<file path="src/rtl/core_fetch.sv">
// Instruction fetch stage: one outstanding imem request, single-entry
// instruction buffer, PC redirect with wrong-path squash.
//
// Ports:
//   clk, rst            core clock, synchronous active-high reset
//   imem_req_*          request channel (valid/ready, word-aligned address)
//   imem_rsp_*          response channel (one response per accepted request)
//   redirect_*          taken-branch PC redirect from branch resolution
//   instr_*             buffered instruction and its PC (valid/ready)
//   op/funct3/funct7    pre-split fields of instr
//   retire_count        instructions handed downstream (wraps)
module core_fetch #(
    parameter int               XLEN     = 32,
    parameter logic [XLEN-1:0]  RESET_PC = 32'h0000_0000
) (
    input  logic             clk,
    input  logic             rst,
    output logic             imem_req_valid,
    input  logic             imem_req_ready,
    output logic [XLEN-1:0]  imem_addr,
    input  logic             imem_rsp_valid,
    input  logic [XLEN-1:0]  imem_rsp_data,
    input  logic             redirect_valid,
    input  logic [XLEN-1:0]  redirect_target,
    output logic             instr_valid,
    input  logic             instr_ready,
    output logic [XLEN-1:0]  instr,
    output logic [XLEN-1:0]  instr_pc,
    output logic [6:0]       op,
    output logic [2:0]       funct3,
    output logic [6:0]       funct7,
    output logic [31:0]      retire_count
);

    typedef enum logic [1:0] {
        S_REQ,
        S_WAIT,
        S_HOLD,
        S_FLUSH
    } state_t;

    localparam logic [XLEN-1:0] ALIGN_MASK = {{(XLEN-2){1'b1}}, 2'b00};

    state_t          state_q, state_d;
    logic [XLEN-1:0] pc_q, pc_d;
    logic [XLEN-1:0] fetch_pc_q, fetch_pc_d;
    logic [XLEN-1:0] instr_q, instr_d;
    logic [XLEN-1:0] instr_pc_q, instr_pc_d;
    logic [31:0]     retire_count_q, retire_count_d;
    logic            req_fire;

    // State and datapath registers.
    always_ff @(posedge clk) begin
        if (rst) begin
            state_q        <= S_REQ;
            pc_q           <= RESET_PC;
            fetch_pc_q     <= RESET_PC;
            instr_q        <= '0;
            instr_pc_q     <= '0;
            retire_count_q <= '0;
        end else begin
            state_q        <= state_d;
            pc_q           <= pc_d;
            fetch_pc_q     <= fetch_pc_d;
            instr_q        <= instr_d;
            instr_pc_q     <= instr_pc_d;
            retire_count_q <= retire_count_d;
        end
    end

    assign req_fire = imem_req_valid & imem_req_ready;

    // Next-state logic. A redirect overrides every other event; an
    // in-flight request without its response yet must be drained in FLUSH.
    always_comb begin
        state_d        = state_q;
        pc_d           = pc_q;
        fetch_pc_d     = fetch_pc_q;
        instr_d        = instr_q;
        instr_pc_d     = instr_pc_q;
        retire_count_d = retire_count_q;
        if (redirect_valid) begin
            pc_d = redirect_target & ALIGN_MASK;
            unique case (state_q)
                S_REQ:   state_d = S_REQ;
                S_WAIT:  state_d = imem_rsp_valid ? S_REQ : S_FLUSH;
                S_HOLD:  state_d = S_REQ;
                S_FLUSH: state_d = imem_rsp_valid ? S_REQ : S_FLUSH;
                default: state_d = S_REQ;
            endcase
        end else begin
            unique case (state_q)
                S_REQ: begin
                    if (req_fire) begin
                        fetch_pc_d = pc_q;
                        pc_d       = pc_q + XLEN'(4);
                        state_d    = S_WAIT;
                    end
                end
                S_WAIT: begin
                    if (imem_rsp_valid) begin
                        instr_d    = imem_rsp_data;
                        instr_pc_d = fetch_pc_q;
                        state_d    = S_HOLD;
                    end
                end
                S_HOLD: begin
                    if (instr_ready) begin
                        retire_count_d = retire_count_q + 32'd1;
                        state_d        = S_REQ;
                    end
                end
                S_FLUSH: begin
                    if (imem_rsp_valid) begin
                        state_d = S_REQ;
                    end
                end
                default: state_d = S_REQ;
            endcase
        end
    end

    // Outputs.
    always_comb begin
        imem_req_valid = (state_q == S_REQ) & ~redirect_valid & ~rst;
        instr_valid    = (state_q == S_HOLD) & ~rst;
    end

    assign imem_addr    = pc_q;
    assign instr        = instr_q;
    assign instr_pc     = instr_pc_q;
    assign op           = instr_q[6:0];
    assign funct3       = instr_q[14:12];
    assign funct7       = instr_q[31:25];
    assign retire_count = retire_count_q;

    // Responses are only legal while a request is outstanding.
    a_rsp_legal: assert property (@(posedge clk) disable iff (rst)
        imem_rsp_valid |-> (state_q == S_WAIT || state_q == S_FLUSH));

endmodule

</file>
<file path="config.mk">
export PLATFORM = sky130hd
export DESIGN_NAME = core_fetch
export DESIGN_NICKNAME = d
export VERILOG_FILES = /design/src/rtl/core_fetch.sv
export SDC_FILE = /design/constraint.sdc
export NUM_CORES = 1
export LEC_CHECK = 0
export CORE_MARGIN = 10
export CORE_UTILIZATION = 42
export CTS_CLUSTER_SIZE = 25
export DETAILED_ROUTE_END_ITERATION = 10
export PLACE_DENSITY = 0.77
export SETUP_SLACK_MARGIN = 0.5
export SYNTH_ARGS = -nofsm -noshare
export SYNTH_HDL_FRONTEND = slang
export SYNTH_SLANG_ARGS = --single-unit
</file>
<file path="constraint.sdc">
create_clock -name clk -period 2 [get_ports clk]
set_clock_uncertainty 0.1 [all_clocks]
set_input_delay 0.3 -clock clk [delete_from_list [all_inputs] [get_ports clk]]
set_output_delay 0.3 -clock clk [all_outputs]
set_load 0.01 [all_outputs]
</file>
== After elaboration in Yosys (flattened, before gate mapping) ==
Index checks and enable logic that the tools add are counted.
Word-level totals
  bits in registers: 162
  input port bits: 70
  output and inout bits: 147
  logic and storage cells: 45
Operators by class
  $add $sub $neg: 2
  equal/unequal tests: 7
  muxes and demuxes: 11
  bitwise gates (word level): 6
  reductions and logical operators: 12
Operators with widths (count)
  $mux W32: 3
  $add A32 B1 Y32 const B: 1
  $add A32 B3 Y32 const B: 1
  $mux W2: 6
  $ne A3 B3 Y1 const B: 4
  $reduce_and A3 Y1: 3
  $pmux W2 S4: 1
  $reduce_or A2 Y1: 3
  $and A1 B1 Y1: 4
  $eq A2 B2 Y1 const B: 2
  $pmux W2 S2: 1
  $reduce_and A2 Y1: 2
  $reduce_and A4 Y1: 1
  $reduce_bool A2 Y1: 2
  $eq A2 B1 Y1 const B: 1
  $logic_not A2 Y1: 1
  $not A1 Y1: 2

== Depth between registers and ports, before layout ==
  depth after elaboration: 7
  depth in mapped cells: 8
  depth with buffers taken out: 6

== Least setup slack after synthesis ==
No wires, ideal clock.
  path kind: register to register
  start point: reg pc_q[2], in the netlist imem_addr[2]
  end point: reg pc_q[22], in the netlist imem_addr[22]
  library setup time: 0.122 ns
  data arrival time: 1.806 ns
  data required time: 1.778 ns
  setup slack: -0.028 ns
  stages on the path, launching flop included: 8
  path buffers: 1
  clock period less this slack: 2.028 ns
  cell sequence: dfxtp_1 -> ha_1 -> and3_1 -> clkbuf_1 -> nand3_1 -> nor3_1 -> o21ai_0 -> a221o_1
Between the ends
  longest elaborated chain between the ends: 4
RTL lines
  from (decl): line 45  | logic [XLEN-1:0] pc_q, pc_d;
  from (signal assigned): line 63  | pc_q <= pc_d;
  $add A32 B3 Y32: line 96  | pc_d = pc_q + XLEN'(4);
  $mux W32: line 94  | if (req_fire) begin
  $mux W32: line 92  | unique case (state_q)
  $mux W32: line 82  | if (redirect_valid) begin
No other way between the ends. The select of a mux whose other input is x is not followed.
A chain may end at the register's enable or synchronous reset.

== Final worst setup path ==
  start point: reg state_q[0]
  end point: reg pc_q[14], in the netlist imem_addr[14]
Between the ends
  longest elaborated chain between the ends: 6
  elaborated cells on any way between the ends: 7
  those cells by class: bitwise (3); reduce/logical (4)
RTL lines
  from (decl): line 44  | state_t state_q, state_d;
  from (signal assigned): line 62  | state_q <= state_d;
  $logic_not A2 Y1 (*): line 92, 125
  $and A1 B1 Y1 (2 in a row): line 125  | imem_req_valid = (state_q == S_REQ) & ~redirect_valid & ~rst;
  $and A1 B1 Y1: line 71  | assign req_fire = imem_req_valid & imem_req_ready;
  $reduce_bool A2 Y1 (no source line)
  $reduce_and A2 Y1 (no source line) (*)
Every way passes the cells marked *; elsewhere a longest branch is shown, timed or not.

==> run metrics <==
Hold Path Class=in -> reg; drt total wl=between 20 and 30 mm; Cell Rows=46; worst skew pair latency=between 0.4 and 0.5 ns; DR pass1 iterations=6; top cells by area, synth=dfxtp_1, nand2_1, a21oi_1, nand3_1, buf_4; Final Hold Vio Count=0; Leak Pwr=~5 nW; Synth Area in Simple Gates=0.270; Layout fillers=1122; crit path DAT=roughly 2.1 ns; Mean Syn Cell Area=roughly 8.0 µm²; Hold Crit Depth=3; power per cell area=about 610 nW/µm²; fin util=0.748; CP required=2.26 ns; Area Overhead vs Synth=76.4%; design area=11800 µm²; I/O Pins=between 200 and 250; first-pass GRT wire length=roughly 40 mm; CTS root buffer=clkbuf_16; FF/Latch Area=approximately 3300 µm²; most frequent CP cell=buf_6; CTS Buffer Depth=2; Seq/Total Area, Yosys=0.467; Clock Sink Count=between 150 and 200; grt total ovfl=0; footprint of the multi-input gates=4040 µm²; RSZ-0062 raised after global routing=yes; leading area contributor after synthesis=dfxtp_1; critical path's slowest cell=dfxtp_4; Critical Path Source Type=register; CP Capture Type=register; initial core utilization=0.424; ys flop type=dfxtp_1; status=completed; Vias/cell=approximately 5.5; Routed wire per std cell=19.9 µm; CP delay by family, top=simple AND/OR/NAND/NOR gates; top cell type's share of synthesized area=0.467; largest family of logic cells by synthesized area=simple AND/OR/NAND/NOR gates; initial antenna violation count=0; dpl cells=1263; count leader, synth=nand2_1; Layout Cells excl Fill=1380; Fmax=around 0.55 GHz; area share of fa/ha/maj cells after synthesis=0.00374; Clock transition at path regs=0.07 ns; layout cells sized above 1=0.403; R2R depth=7; Ant. Diodes=0; R2R Setup Slk=approximately 0.17 ns; Max Cap Viol=0; WP depth=7; commonest cells in the netlist=nand2_1, dfxtp_1, a21oi_1; Synth cell types=between 50 and 60; crit-path max cell delay=about 0.36 ns; minimum clock period after layout=approximately 1.8 ns; # hold bufs at CTS=0; core area=15800 µm²; Die ar.=about 21000 µm²; width of the die=between 100 and 150 µm; dpl cell area=9670 µm²; total number of H-tree levels=4; GP Congestion=~0.85; number of flops mapped to enable cells by yosys=0; Num CTS Buffers=17; Mapped Cells=838; number of global-route vias before repair=a little over 7000; Total GRT Usage=0.222; Seq cells post-synth=around 160; xor and xnor fraction of the mapped netlist area=0.0367; TritonCTS clock tree=done; DRC=0; Synth Warn #=0; Setup-failing EPs final=0; post-route clock period utilization=0.915; Worst-Margin Slew=about 0.65 ns; WS Path Type=reg -> reg; final slew viol count=0; Setup TNS=0 ns; total vias in the final route=~7700; Starting DRT DRC Count=540; dpl hpwl=15.7 mm; Post-Syn Area=between 6000 and 7000 µm²; Post-DRT Antenna Nets=0; Port Buffers=210; Final Net Count=1224; post-synthesis mux area share=0.00805; highest net fanout along the worst path=6; largest net degree at the start of global routing=roughly 140; VDD IR-drop max=approximately 600 µV; Async S/R FF share, synth=0; Die Y=around 150 µm; Crit path buffers/inverters=2; critical-path cell list=nor4_4, buf_6, and2_4, buf_6, nand4_1, mux2_4, a21oi_2; post-synthesis compound-gate area fraction=0.144; Max-slew headroom=0.564
==> sequential cells by signal (all words and copies together) (netlist names) <==
register,cells
fetch_pc_q,30
imem_addr,30
instr,32
instr_pc,30
retire_count,32
state_q,2
==> area by class of cell <==
class / count / share of cell area
multi-input cells: 595 / 0.342
repair buffers: 370 / 0.307
flip-flops and latches: 156 / 0.276
clock buffers: 21 / 0.0418
well taps: 216 / 0.0229
clock inverters: 10 / 0.00668
inverters: 12 / 0.00382
==> path summary, 6_finish.rpt <==
check | startpoint | to
worst max-delay path | state_q[0] | imem_addr[14]
worst min-delay path | imem_rsp_data[12] | instr[12]
worst min register to register | instr_pc[28] | instr_pc[28]
worst max register to register | state_q[0] | imem_addr[14]
==> repair_timing <==
action | CTS | global route
gates resized for setup | 361 | 191
pin swaps | 60 | 81
buffers inserted | 39 | 33
gates cloned | 6 | 8
endpoints found under the setup margin | 295 | 205
==> per-layer routing <==
| layer | up-vias | wire [µm] | track usage | part of all wire |
|---|---|---|---|---|
| met5 | - | 0 | 0 | 0 |
| met1 | 3680 | 10400 | 0.256 | 0.38 |
| met4 | 0 | 595 | 0.0611 | 0.022 |
| met3 | 60 | 2380 | 0.0627 | 0.087 |
| li1 | 3494 | - | - | - |
| met2 | 421 | 14100 | 0.391 | 0.51 |
==> power breakdown <==
part	switching [mW]	internal (mW)	total (mW)
Sequential	0.0556	3.15	3.20
Clock	1.39	1.78	3.16
Combinational	0.379	0.401	0.780
==> cells in the final DEF, fill, tap and decap left out, types with 18 or more instances in the layout <==
cell,synthesis,final
nand2_1,210,155
clkdlybuf4s50_1,0,65
xnor2_1,19,18
dfxtp_1,156,97
buf_4,24,95
dfxtp_2,0,36
nor2_1,43,38
clkdlybuf4s15_1,0,26
nand2_2,1,37
dfxtp_4,0,23
dlygate4sd2_1,0,66
nand3_2,2,27
buf_6,2,42
a21oi_1,106,96
clkbuf_16,0,27
clkbuf_2,0,19
nand2_4,0,18
==> through the flow <==
stage | setup WS [ns] | hold slack (ns) | total power, mW
after floorplan | 0.190 | 0.332 | 3.56
after global placement | -0.229 | 0.339 | 3.91
after detailed placement | -0.285 | 0.345 | 3.92
after CTS | 0.222 | 0.307 | 7.04
after global routing | 0.114 | 0.317 | 7.35
final | 0.170 | 0.313 | 7.15
==> cell families (layout without fill, tap and decap cells) <==
group / after synthesis / after routing
multiplexers: 5 / 5
XOR/XNOR: 28 / 28
other: 1 / 4
buffers and inverters: 91 / 413
AND/OR/NAND/NOR: 386 / 387
adder cells (fa/ha/maj): 2 / 2
flip-flops: 156 / 156
AO/OA/AOI/OAI: 169 / 169
==> worst min-delay path, cell delays in order <==
cell,delay (ns)
clkdlybuf4s50_1,0.40
nand2_1,0.06
a21oi_1,0.05
Power figures use the tool's default switching activity.
